**src/rtl/load_store_unit_if.sv**
```systemverilog
// ----------------------------------------------------------------------------
// load_store_unit_if
//    Data-memory bus between the load/store unit and the data memory.
//    The request channel uses a valid/ready handshake. The response channel
//    carries read data with a valid strobe only; it has no back-pressure.
//
// Signals
//    mem_req_valid   LSU -> mem   request valid
//    mem_req_ready   mem -> LSU   memory accepts the request
//    mem_req_addr    LSU -> mem   word-aligned address
//    mem_req_we      LSU -> mem   1 = store
//    mem_req_wdata   LSU -> mem   lane-replicated store data
//    mem_req_wstrb   LSU -> mem   byte enables (0 for loads)
//    mem_resp_valid  mem -> LSU   read data valid
//    mem_resp_rdata  mem -> LSU   read word
//
// Modports
//    master  LSU side
//    slave   memory side
// ----------------------------------------------------------------------------
interface load_store_unit_if;
   logic        mem_req_valid;
   logic        mem_req_ready;
   logic [31:0] mem_req_addr;
   logic        mem_req_we;
   logic [31:0] mem_req_wdata;
   logic [3:0]  mem_req_wstrb;
   logic        mem_resp_valid;
   logic [31:0] mem_resp_rdata;

   modport master (
      output mem_req_valid, mem_req_addr, mem_req_we, mem_req_wdata, mem_req_wstrb,
      input  mem_req_ready, mem_resp_valid, mem_resp_rdata
   );

   modport slave (
      input  mem_req_valid, mem_req_addr, mem_req_we, mem_req_wdata, mem_req_wstrb,
      output mem_req_ready, mem_resp_valid, mem_resp_rdata
   );
endinterface

```
**src/rtl/load_store_unit.sv**
```systemverilog
// ----------------------------------------------------------------------------
// load_store_unit
//    Memory-access stage. It accepts one load or store from execute, checks
//    funct3 and alignment, and runs one data-memory transaction. For loads it
//    extracts the addressed byte or halfword and sign- or zero-extends it. The
//    unit holds the pipeline with lsu_busy_o while an op is in flight.
//
// Ports
//    clk              clock, rising edge
//    rst_n            asynchronous active-low reset
//    ex_valid_i       execute presents an op
//    ex_opcode_i      opcode (0000011 load, 0100011 store; others ignored)
//    ex_funct3_i      access size / signedness
//    ex_addr_i        effective address
//    ex_store_data_i  store data (rs2)
//    lsu_busy_o       unit not idle; upstream holds ex_* and stalls
//    mem              data-memory bus (master side)
//    done_o           1-cycle pulse: op completed
//    wb_data_o        load result, valid with done_o (0 for stores)
//    err_o            1-cycle pulse: op aborted
//    err_cause_o      01 misaligned, 10 timeout, 11 illegal funct3
// ----------------------------------------------------------------------------
module load_store_unit #(
   parameter int unsigned TIMEOUT_CYCLES = 64
) (
   input  logic                      clk,
   input  logic                      rst_n,
   input  logic                      ex_valid_i,
   input  logic [6:0]                ex_opcode_i,
   input  logic [2:0]                ex_funct3_i,
   input  logic [31:0]               ex_addr_i,
   input  logic [31:0]               ex_store_data_i,
   output logic                      lsu_busy_o,
   load_store_unit_if.master         mem,
   output logic                      done_o,
   output logic [31:0]               wb_data_o,
   output logic                      err_o,
   output logic [1:0]                err_cause_o
);

   localparam logic [6:0] OP_LOAD  = 7'b0000011;
   localparam logic [6:0] OP_STORE = 7'b0100011;
   localparam int unsigned CNT_W   = $clog2(TIMEOUT_CYCLES);
   localparam logic [CNT_W-1:0] CNT_LAST = CNT_W'(TIMEOUT_CYCLES - 1);

   typedef enum logic [1:0] {
      IDLE,
      REQ,
      WAIT_RESP
   } state_t;

   state_t            state_q, state_d;
   logic [31:0]       addr_q, addr_d;
   logic [2:0]        funct3_q, funct3_d;
   logic              we_q, we_d;
   logic [31:0]       wdata_q, wdata_d;
   logic [3:0]        wstrb_q, wstrb_d;
   logic [CNT_W-1:0]  cnt_q, cnt_d;
   logic              done_q, done_d;
   logic              err_q, err_d;
   logic [1:0]        cause_q, cause_d;
   logic [31:0]       wb_q, wb_d;

   logic              isLoad, isStore, accept, illegalF3, misaligned;
   logic [31:0]       laneData;
   logic [3:0]        laneStrb;
   logic [7:0]        respByte;
   logic [15:0]       respHalf;
   logic [31:0]       loadValue;

   // Classify the op presented by execute. funct3 legality takes priority
   // over alignment, so misalignment is only meaningful for legal sizes.
   always_comb begin
      isLoad     = (ex_opcode_i == OP_LOAD);
      isStore    = (ex_opcode_i == OP_STORE);
      accept     = (state_q == IDLE) && ex_valid_i && (isLoad || isStore);
      illegalF3  = 1'b0;
      if (isLoad) begin
         illegalF3 = !(ex_funct3_i inside {3'b000, 3'b001, 3'b010, 3'b100, 3'b101});
      end else if (isStore) begin
         illegalF3 = !(ex_funct3_i inside {3'b000, 3'b001, 3'b010});
      end
      misaligned = ((ex_funct3_i[1:0] == 2'b01) && ex_addr_i[0]) ||
                   ((ex_funct3_i[1:0] == 2'b10) && (ex_addr_i[1:0] != 2'b00));
   end

   // Store data is replicated across all lanes so memory can pick whichever
   // bytes the strobe enables; loads never drive strobes.
   always_comb begin
      laneData = ex_store_data_i;
      laneStrb = 4'b0000;
      if (isStore) begin
         case (ex_funct3_i[1:0])
            2'b00: begin
               laneData = {4{ex_store_data_i[7:0]}};
               laneStrb = 4'b0001 << ex_addr_i[1:0];
            end
            2'b01: begin
               laneData = {2{ex_store_data_i[15:0]}};
               laneStrb = ex_addr_i[1] ? 4'b1100 : 4'b0011;
            end
            default: begin
               laneData = ex_store_data_i;
               laneStrb = 4'b1111;
            end
         endcase
      end
   end

   // Pull the addressed byte/halfword out of the returned word and extend it
   // according to the latched funct3.
   always_comb begin
      respByte  = 8'(mem.mem_resp_rdata >> {addr_q[1:0], 3'b000});
      respHalf  = 16'(mem.mem_resp_rdata >> {addr_q[1], 4'b0000});
      case (funct3_q)
         3'b000:  loadValue = {{24{respByte[7]}}, respByte};
         3'b001:  loadValue = {{16{respHalf[15]}}, respHalf};
         3'b010:  loadValue = mem.mem_resp_rdata;
         3'b100:  loadValue = {24'd0, respByte};
         3'b101:  loadValue = {16'd0, respHalf};
         default: loadValue = 32'd0;
      endcase
   end

   // Next-state and pulse logic. Pulses default low every cycle so done and
   // err last exactly one cycle. A response that coincides with the final
   // timeout cycle still completes the load.
   always_comb begin
      state_d  = state_q;
      addr_d   = addr_q;
      funct3_d = funct3_q;
      we_d     = we_q;
      wdata_d  = wdata_q;
      wstrb_d  = wstrb_q;
      cnt_d    = cnt_q;
      done_d   = 1'b0;
      err_d    = 1'b0;
      cause_d  = 2'b00;
      wb_d     = 32'd0;
      case (state_q)
         IDLE: begin
            if (accept) begin
               if (illegalF3) begin
                  err_d   = 1'b1;
                  cause_d = 2'b11;
               end else if (misaligned) begin
                  err_d   = 1'b1;
                  cause_d = 2'b01;
               end else begin
                  addr_d   = ex_addr_i;
                  funct3_d = ex_funct3_i;
                  we_d     = isStore;
                  wdata_d  = laneData;
                  wstrb_d  = laneStrb;
                  state_d  = REQ;
               end
            end
         end
         REQ: begin
            if (mem.mem_req_ready) begin
               if (we_q) begin
                  done_d  = 1'b1;
                  state_d = IDLE;
               end else begin
                  cnt_d   = '0;
                  state_d = WAIT_RESP;
               end
            end
         end
         WAIT_RESP: begin
            if (mem.mem_resp_valid) begin
               done_d  = 1'b1;
               wb_d    = loadValue;
               cnt_d   = '0;
               state_d = IDLE;
            end else if (cnt_q == CNT_LAST) begin
               err_d   = 1'b1;
               cause_d = 2'b10;
               cnt_d   = '0;
               state_d = IDLE;
            end else begin
               cnt_d = cnt_q + CNT_W'(1);
            end
         end
         default: begin
            state_d = IDLE;
         end
      endcase
   end

   // State and datapath registers. An asynchronous reset abandons any op in
   // flight and clears every output.
   always_ff @(posedge clk or negedge rst_n) begin
      if (!rst_n) begin
         state_q  <= IDLE;
         addr_q   <= 32'd0;
         funct3_q <= 3'd0;
         we_q     <= 1'b0;
         wdata_q  <= 32'd0;
         wstrb_q  <= 4'd0;
         cnt_q    <= '0;
         done_q   <= 1'b0;
         err_q    <= 1'b0;
         cause_q  <= 2'b00;
         wb_q     <= 32'd0;
      end else begin
         state_q  <= state_d;
         addr_q   <= addr_d;
         funct3_q <= funct3_d;
         we_q     <= we_d;
         wdata_q  <= wdata_d;
         wstrb_q  <= wstrb_d;
         cnt_q    <= cnt_d;
         done_q   <= done_d;
         err_q    <= err_d;
         cause_q  <= cause_d;
         wb_q     <= wb_d;
      end
   end

   // Request fields come straight from registers latched at accept, so they
   // are stable for the whole time the request waits for ready.
   always_comb begin
      lsu_busy_o        = (state_q != IDLE);
      mem.mem_req_valid = (state_q == REQ);
      mem.mem_req_addr  = {addr_q[31:2], 2'b00};
      mem.mem_req_we    = we_q;
      mem.mem_req_wdata = wdata_q;
      mem.mem_req_wstrb = wstrb_q;
      done_o            = done_q;
      wb_data_o         = wb_q;
      err_o             = err_q;
      err_cause_o       = cause_q;
   end

endmodule

```
**src/flat_wrapper.sv**
```systemverilog
// flat-port wrapper written by rule: the top's interface ports become plain ports
module load_store_unit_flat 
#(
   parameter int unsigned TIMEOUT_CYCLES = 64
)
  (clk, rst_n, ex_valid_i, ex_opcode_i, ex_funct3_i, ex_addr_i, ex_store_data_i, lsu_busy_o, done_o, wb_data_o, err_o, err_cause_o, mem_mem_req_valid, mem_mem_req_addr, mem_mem_req_we, mem_mem_req_wdata, mem_mem_req_wstrb, mem_mem_req_ready, mem_mem_resp_valid, mem_mem_resp_rdata);
  load_store_unit_if mem_i ();
  input  logic clk;
  input  logic rst_n;
  input  logic ex_valid_i;
  input  logic [6:0] ex_opcode_i;
  input  logic [2:0] ex_funct3_i;
  input  logic [31:0] ex_addr_i;
  input  logic [31:0] ex_store_data_i;
  output logic lsu_busy_o;
  output logic done_o;
  output logic [31:0] wb_data_o;
  output logic err_o;
  output logic [1:0] err_cause_o;
  output wire logic [$bits(mem_i.mem_req_valid)-1:0] mem_mem_req_valid;
  output wire logic [$bits(mem_i.mem_req_addr)-1:0] mem_mem_req_addr;
  output wire logic [$bits(mem_i.mem_req_we)-1:0] mem_mem_req_we;
  output wire logic [$bits(mem_i.mem_req_wdata)-1:0] mem_mem_req_wdata;
  output wire logic [$bits(mem_i.mem_req_wstrb)-1:0] mem_mem_req_wstrb;
  input wire logic [$bits(mem_i.mem_req_ready)-1:0] mem_mem_req_ready;
  input wire logic [$bits(mem_i.mem_resp_valid)-1:0] mem_mem_resp_valid;
  input wire logic [$bits(mem_i.mem_resp_rdata)-1:0] mem_mem_resp_rdata;
  assign mem_mem_req_valid = mem_i.mem_req_valid;
  assign mem_mem_req_addr = mem_i.mem_req_addr;
  assign mem_mem_req_we = mem_i.mem_req_we;
  assign mem_mem_req_wdata = mem_i.mem_req_wdata;
  assign mem_mem_req_wstrb = mem_i.mem_req_wstrb;
  assign mem_i.mem_req_ready = mem_mem_req_ready;
  assign mem_i.mem_resp_valid = mem_mem_resp_valid;
  assign mem_i.mem_resp_rdata = mem_mem_resp_rdata;
  load_store_unit #(.TIMEOUT_CYCLES(TIMEOUT_CYCLES)) u_core (.clk(clk), .rst_n(rst_n), .ex_valid_i(ex_valid_i), .ex_opcode_i(ex_opcode_i), .ex_funct3_i(ex_funct3_i), .ex_addr_i(ex_addr_i), .ex_store_data_i(ex_store_data_i), .lsu_busy_o(lsu_busy_o), .mem(mem_i), .done_o(done_o), .wb_data_o(wb_data_o), .err_o(err_o), .err_cause_o(err_cause_o));
endmodule
```
**config.mk**
```make
export PLATFORM = sky130hd
export DESIGN_NAME = load_store_unit_flat
export DESIGN_NICKNAME = d
export VERILOG_FILES = /design/src/rtl/load_store_unit_if.sv /design/src/rtl/load_store_unit.sv /design/src/flat_wrapper.sv
export SDC_FILE = /design/constraint.sdc
export NUM_CORES = 1
export LEC_CHECK = 0
export BUFFER_PORTS_ARGS = -buffer_cell sky130_fd_sc_hd__clkbuf_2
export CORE_MARGIN = 2
export CORE_UTILIZATION = 25
export DETAILED_ROUTE_END_ITERATION = 10
export HOLD_SLACK_MARGIN = 0.1
export PLACE_DENSITY_LB_ADDON = 0.25
export SLEW_MARGIN = 40
export SYNTH_ARGS = -nofsm -noshare
export SYNTH_HDL_FRONTEND = slang
export SYNTH_SLANG_ARGS = --single-unit
```
**constraint.sdc**
```tcl
create_clock -name clk -period 1.8 [get_ports clk]
set_input_delay 0.18 -clock clk [delete_from_list [all_inputs] [get_ports clk]]
set_output_delay 0.18 -clock clk [all_outputs]
set_load 0.05 [all_outputs]
```
==> results.md <==
* Synthesized instance count at 485
* Register bit total from synthesis at 116
* CTS max path bufs at 2
* Routed wire length at 16,810 um
* YS warnings at 0
* Power per cell area at 1018 nW/um^2
* Hold depth at 3
* Root Buffer: clkbuf_16
* Ports at 218
* Clock latency on the worst-skew pair at 0.41 ns
* Fmax at 572.7 MHz
* Fin util at 39.06%
* 1st-pass router iterations at 4
* Critical path's most frequent cell: inv_1
* Distinct cells, synth at 53
* Crit path depth at 5
* Via Count at 4,685
* Sink Count at 116
* Synth-to-Final Area Change at 54.13%
* Die area at 23,190 sq um
* Share of synthesized flip-flops with an asynchronous set or reset at 100.0%
* First-pass GRT wire length at 26,620 um
* Inserted Clock Buffers at 17
* R2R cell count at 5
* DP HPWL at 12,250 um
* # port buffers at 215
* Vias/cell at 4.338
* Placer Congestion at 0.7871
* Setup violators final at 0
* Largest net degree at the start of global routing at 58
* Clk slew on worst S/H paths at 0.05 ns
* Setup Slack @ Placement at 0.05967 ns
* CP delay by family, top: buffers and inverters
* Critical path buffers and inverters at 4
* Initial core utilization at 25.34%
* Final Instance Area at 8472 sq um
* Syn Std Cell Area at 5497 sq um
* All-Layer GR Usage at 14.57%
* Core area at 21,690 sq um
* CP Launch Type: flop
* Reg-to-reg endpoint: u_core.addr_q[9]$_DFFE_PN0P_
* Register area share after synthesis at 52.81%
* Simple-gate portion of the synthesized area at 8.992%
* DRC errors left at 0
* Outcome: finished, final reports clean
* Worst-path fanout max at 6
* Main synth FF type: dfrtp_1
* Setup CP Type: flop to primary output
* Crit-path cells: inv_1 -> ha_2 -> buf_4 -> inv_1 -> clkbuf_4
* Diode count at 0
* Fin nets at 904
* Die X at 152.3 um
* Max Slew Vio Count at 0
* Worst hold-check path type: primary input to flop
* Endpoint of the worst hold path: u_core.wb_data_o[14]$_DFF_PN0_
* Worst hold start: mem_mem_resp_rdata[14]
* Max Cap Viol at 0
* Setup crit end kind: primary output
* # fillers at 2,106
* Post-synthesis mux area share at 16.94%
* Tmin final at 1.746 ns
* Share of layout cells above drive strength 1 at 40.13%
* Post-synthesis adder-cell area fraction at 1.138%
* WP data required at 1.62 ns
* CTS tree: yes
* Row count at 54
* Avg Inst Size Synth at 11.33 sq um
* Initial antenna violation count at 0
* Leak Pwr at 4.402 nW
* Final hold violations at 0
* Post-Place Cell Area at 6905 sq um
* Initial DRC count at 167
* Die Ht at 152.3 um
* R2R Setup Slk at 0.13 ns
* VDD IR-drop max at 0.5720 mV
* Clk_skew at 0.007161 ns
* Largest family of logic cells by synthesized area: multiplexers
* Hold_ws at 0.1294 ns
* Final Cycle Share at 97.00%
* Setup ws final at 0.05400 ns
* WP data arrival at 1.57 ns
* RSZ-0062 raised after global routing: yes
* Post-synthesis xor/xnor area fraction at 0%
* Compound-Gate Fraction of Synth Area at 12.72%
* R2R Path Start: u_core.state_q[1]$_DFFE_PN0P_
* Vias in the first global route at 4,798
* H-tree levels at 4
* CP max stage delay at 0.39 ns
* Antenna Nets Post-Route at 0
* DR WL/cell at 15.57 um
* GR Overflow Total at 0
* Worst path slowest cell: dfrtp_1
* Number of synthesized flops with an enable pin at 0
## worst max-delay path by stage
| stage | from | end | slack [ns] |
|---|---|---|---|
| finish | u_core.state_q[1]$_DFFE_PN0P_ | lsu_busy_o | 0.05 |
| global route | u_core.state_q[1]$_DFFE_PN0P_ | lsu_busy_o | -0.05 |
| CTS | u_core.state_q[1]$_DFFE_PN0P_ | lsu_busy_o | 0.02 |
| detailed placement | u_core.state_q[1]$_DFFE_PN0P_ | u_core.addr_q[28]$_DFFE_PN0P_ | 0.06 |
| global placement | ex_opcode_i[0] | u_core.state_q[0]$_DFFE_PN0P_ | 0.06 |
| floorplan | u_core.state_q[1]$_DFFE_PN0P_ | u_core.cnt_q[5]$_DFFE_PN0P_ | 0.02 |
## layout make-up
class	count	area [sq um]	area share, %
repair buffers	341	2317	27.35
multi-input cells	303	2232	26.35
clock buffers	23	488.0	5.760
inverters	9	33.78	0.3988
flip-flops and latches	116	2903	34.26
clock inverters	8	147.6	1.743
well taps	280	350.3	4.135
## power breakdown
part / total (mW) / leakage, nW / switching [mW] / internal [mW]
logic: 2.09 / 2.49 / 1.32 / 0.768
clock network: 3.64 / 0.301 / 1.19 / 2.46
registers: 2.89 / 1.61 / 0.0994 / 2.79
## placed cells by master, fill, tap and decap left out, types with 12 or more instances in the layout
cell | synthesis | layout
dlygate4sd3_1 | 0 | 90
buf_4 | 32 | 32
nor2_1 | 12 | 12
mux2_1 | 32 | 32
mux2i_1 | 24 | 24
a22oi_1 | 14 | 14
nand2_1 | 60 | 60
dfrtp_1 | 116 | 116
mux2_2 | 14 | 14
clkbuf_2 | 0 | 212
o21ai_1 | 27 | 27
clkbuf_16 | 0 | 17
a21oi_1 | 39 | 38
## cell families after synthesis
kind of cell             after synthesis
flip-flops                           116
AO/OA/AOI/OAI                        112
AND/OR/NAND/NOR                      103
multiplexers                          81
buffers and inverters                 67
adder cells (fa/ha/maj)                5
other                                  1
## stage by stage
step / setup TNS [ns] / power (mW) / instances
floorplan: 0 / 4.205 / 486
global placement: 0 / 4.844 / 958
detailed placement: 0 / 4.850 / 958
CTS: 0 / 8.719 / 1079
global route: -0.08532 / 9.035 / 1080
finish: 0 / 8.628 / 1080
## worst min-delay path: stages
cell,delay (ns)
clkbuf_2,0.09
a22oi_1,0.08
a21oi_1,0.14
## layer usage
layer	wire [um]	global-route usage (%)	vias to the layer above
li1	-	-	2278
met1	7293	18.03	2217
met2	8128	24.43	182
met3	1265	5.148	8
met4	124	3.427	0
met5	0	0	-
## Yosys cell counts (all sizes together) (2+ instances only)
cell type | instances | area, sq um
dfrtp | 116 | 2903
nand2 | 61 | 231.5
mux2 | 56 | 668.1
buf | 47 | 327.8
a21oi | 39 | 195.2
o21ai | 31 | 158.9
mux2i | 24 | 240.2
a22oi | 14 | 105.1
nor2 | 12 | 45.04
clkbuf | 11 | 41.29
inv | 9 | 33.78
nor2b | 7 | 43.79
o31ai | 7 | 52.55
ha | 5 | 62.56
nand3 | 5 | 25.02
a21o | 4 | 30.03
and3 | 4 | 25.02
a211oi | 2 | 15.01
a221oi | 2 | 23.77
nand2b | 2 | 12.51
nor3 | 2 | 10.01
nor3b | 2 | 20.02
o21bai | 2 | 15.01
## timing repair
action | CTS | global route
buffers inserted | 0 | 1
pin swaps | 0 | 1
setup endpoints to repair | 1 | 29
hold buffers | 90 | 0
hold endpoints to repair | 114 | 0
gates resized for setup | 2 | 7
## sequential cells by signal, summed over array words and instances (netlist names)
signal	count
u_core.err_o	1
u_core.err_cause_o	2
u_core.mem.mem_req_wstrb	4
u_core.done_o	1
u_core.funct3_q	3
u_core.mem.mem_req_wdata	32
u_core.addr_q	32
u_core.cnt_q	6
u_core.wb_data_o	32
u_core.mem.mem_req_we	1
u_core.state_q	2
Power figures use the tool's default switching activity.
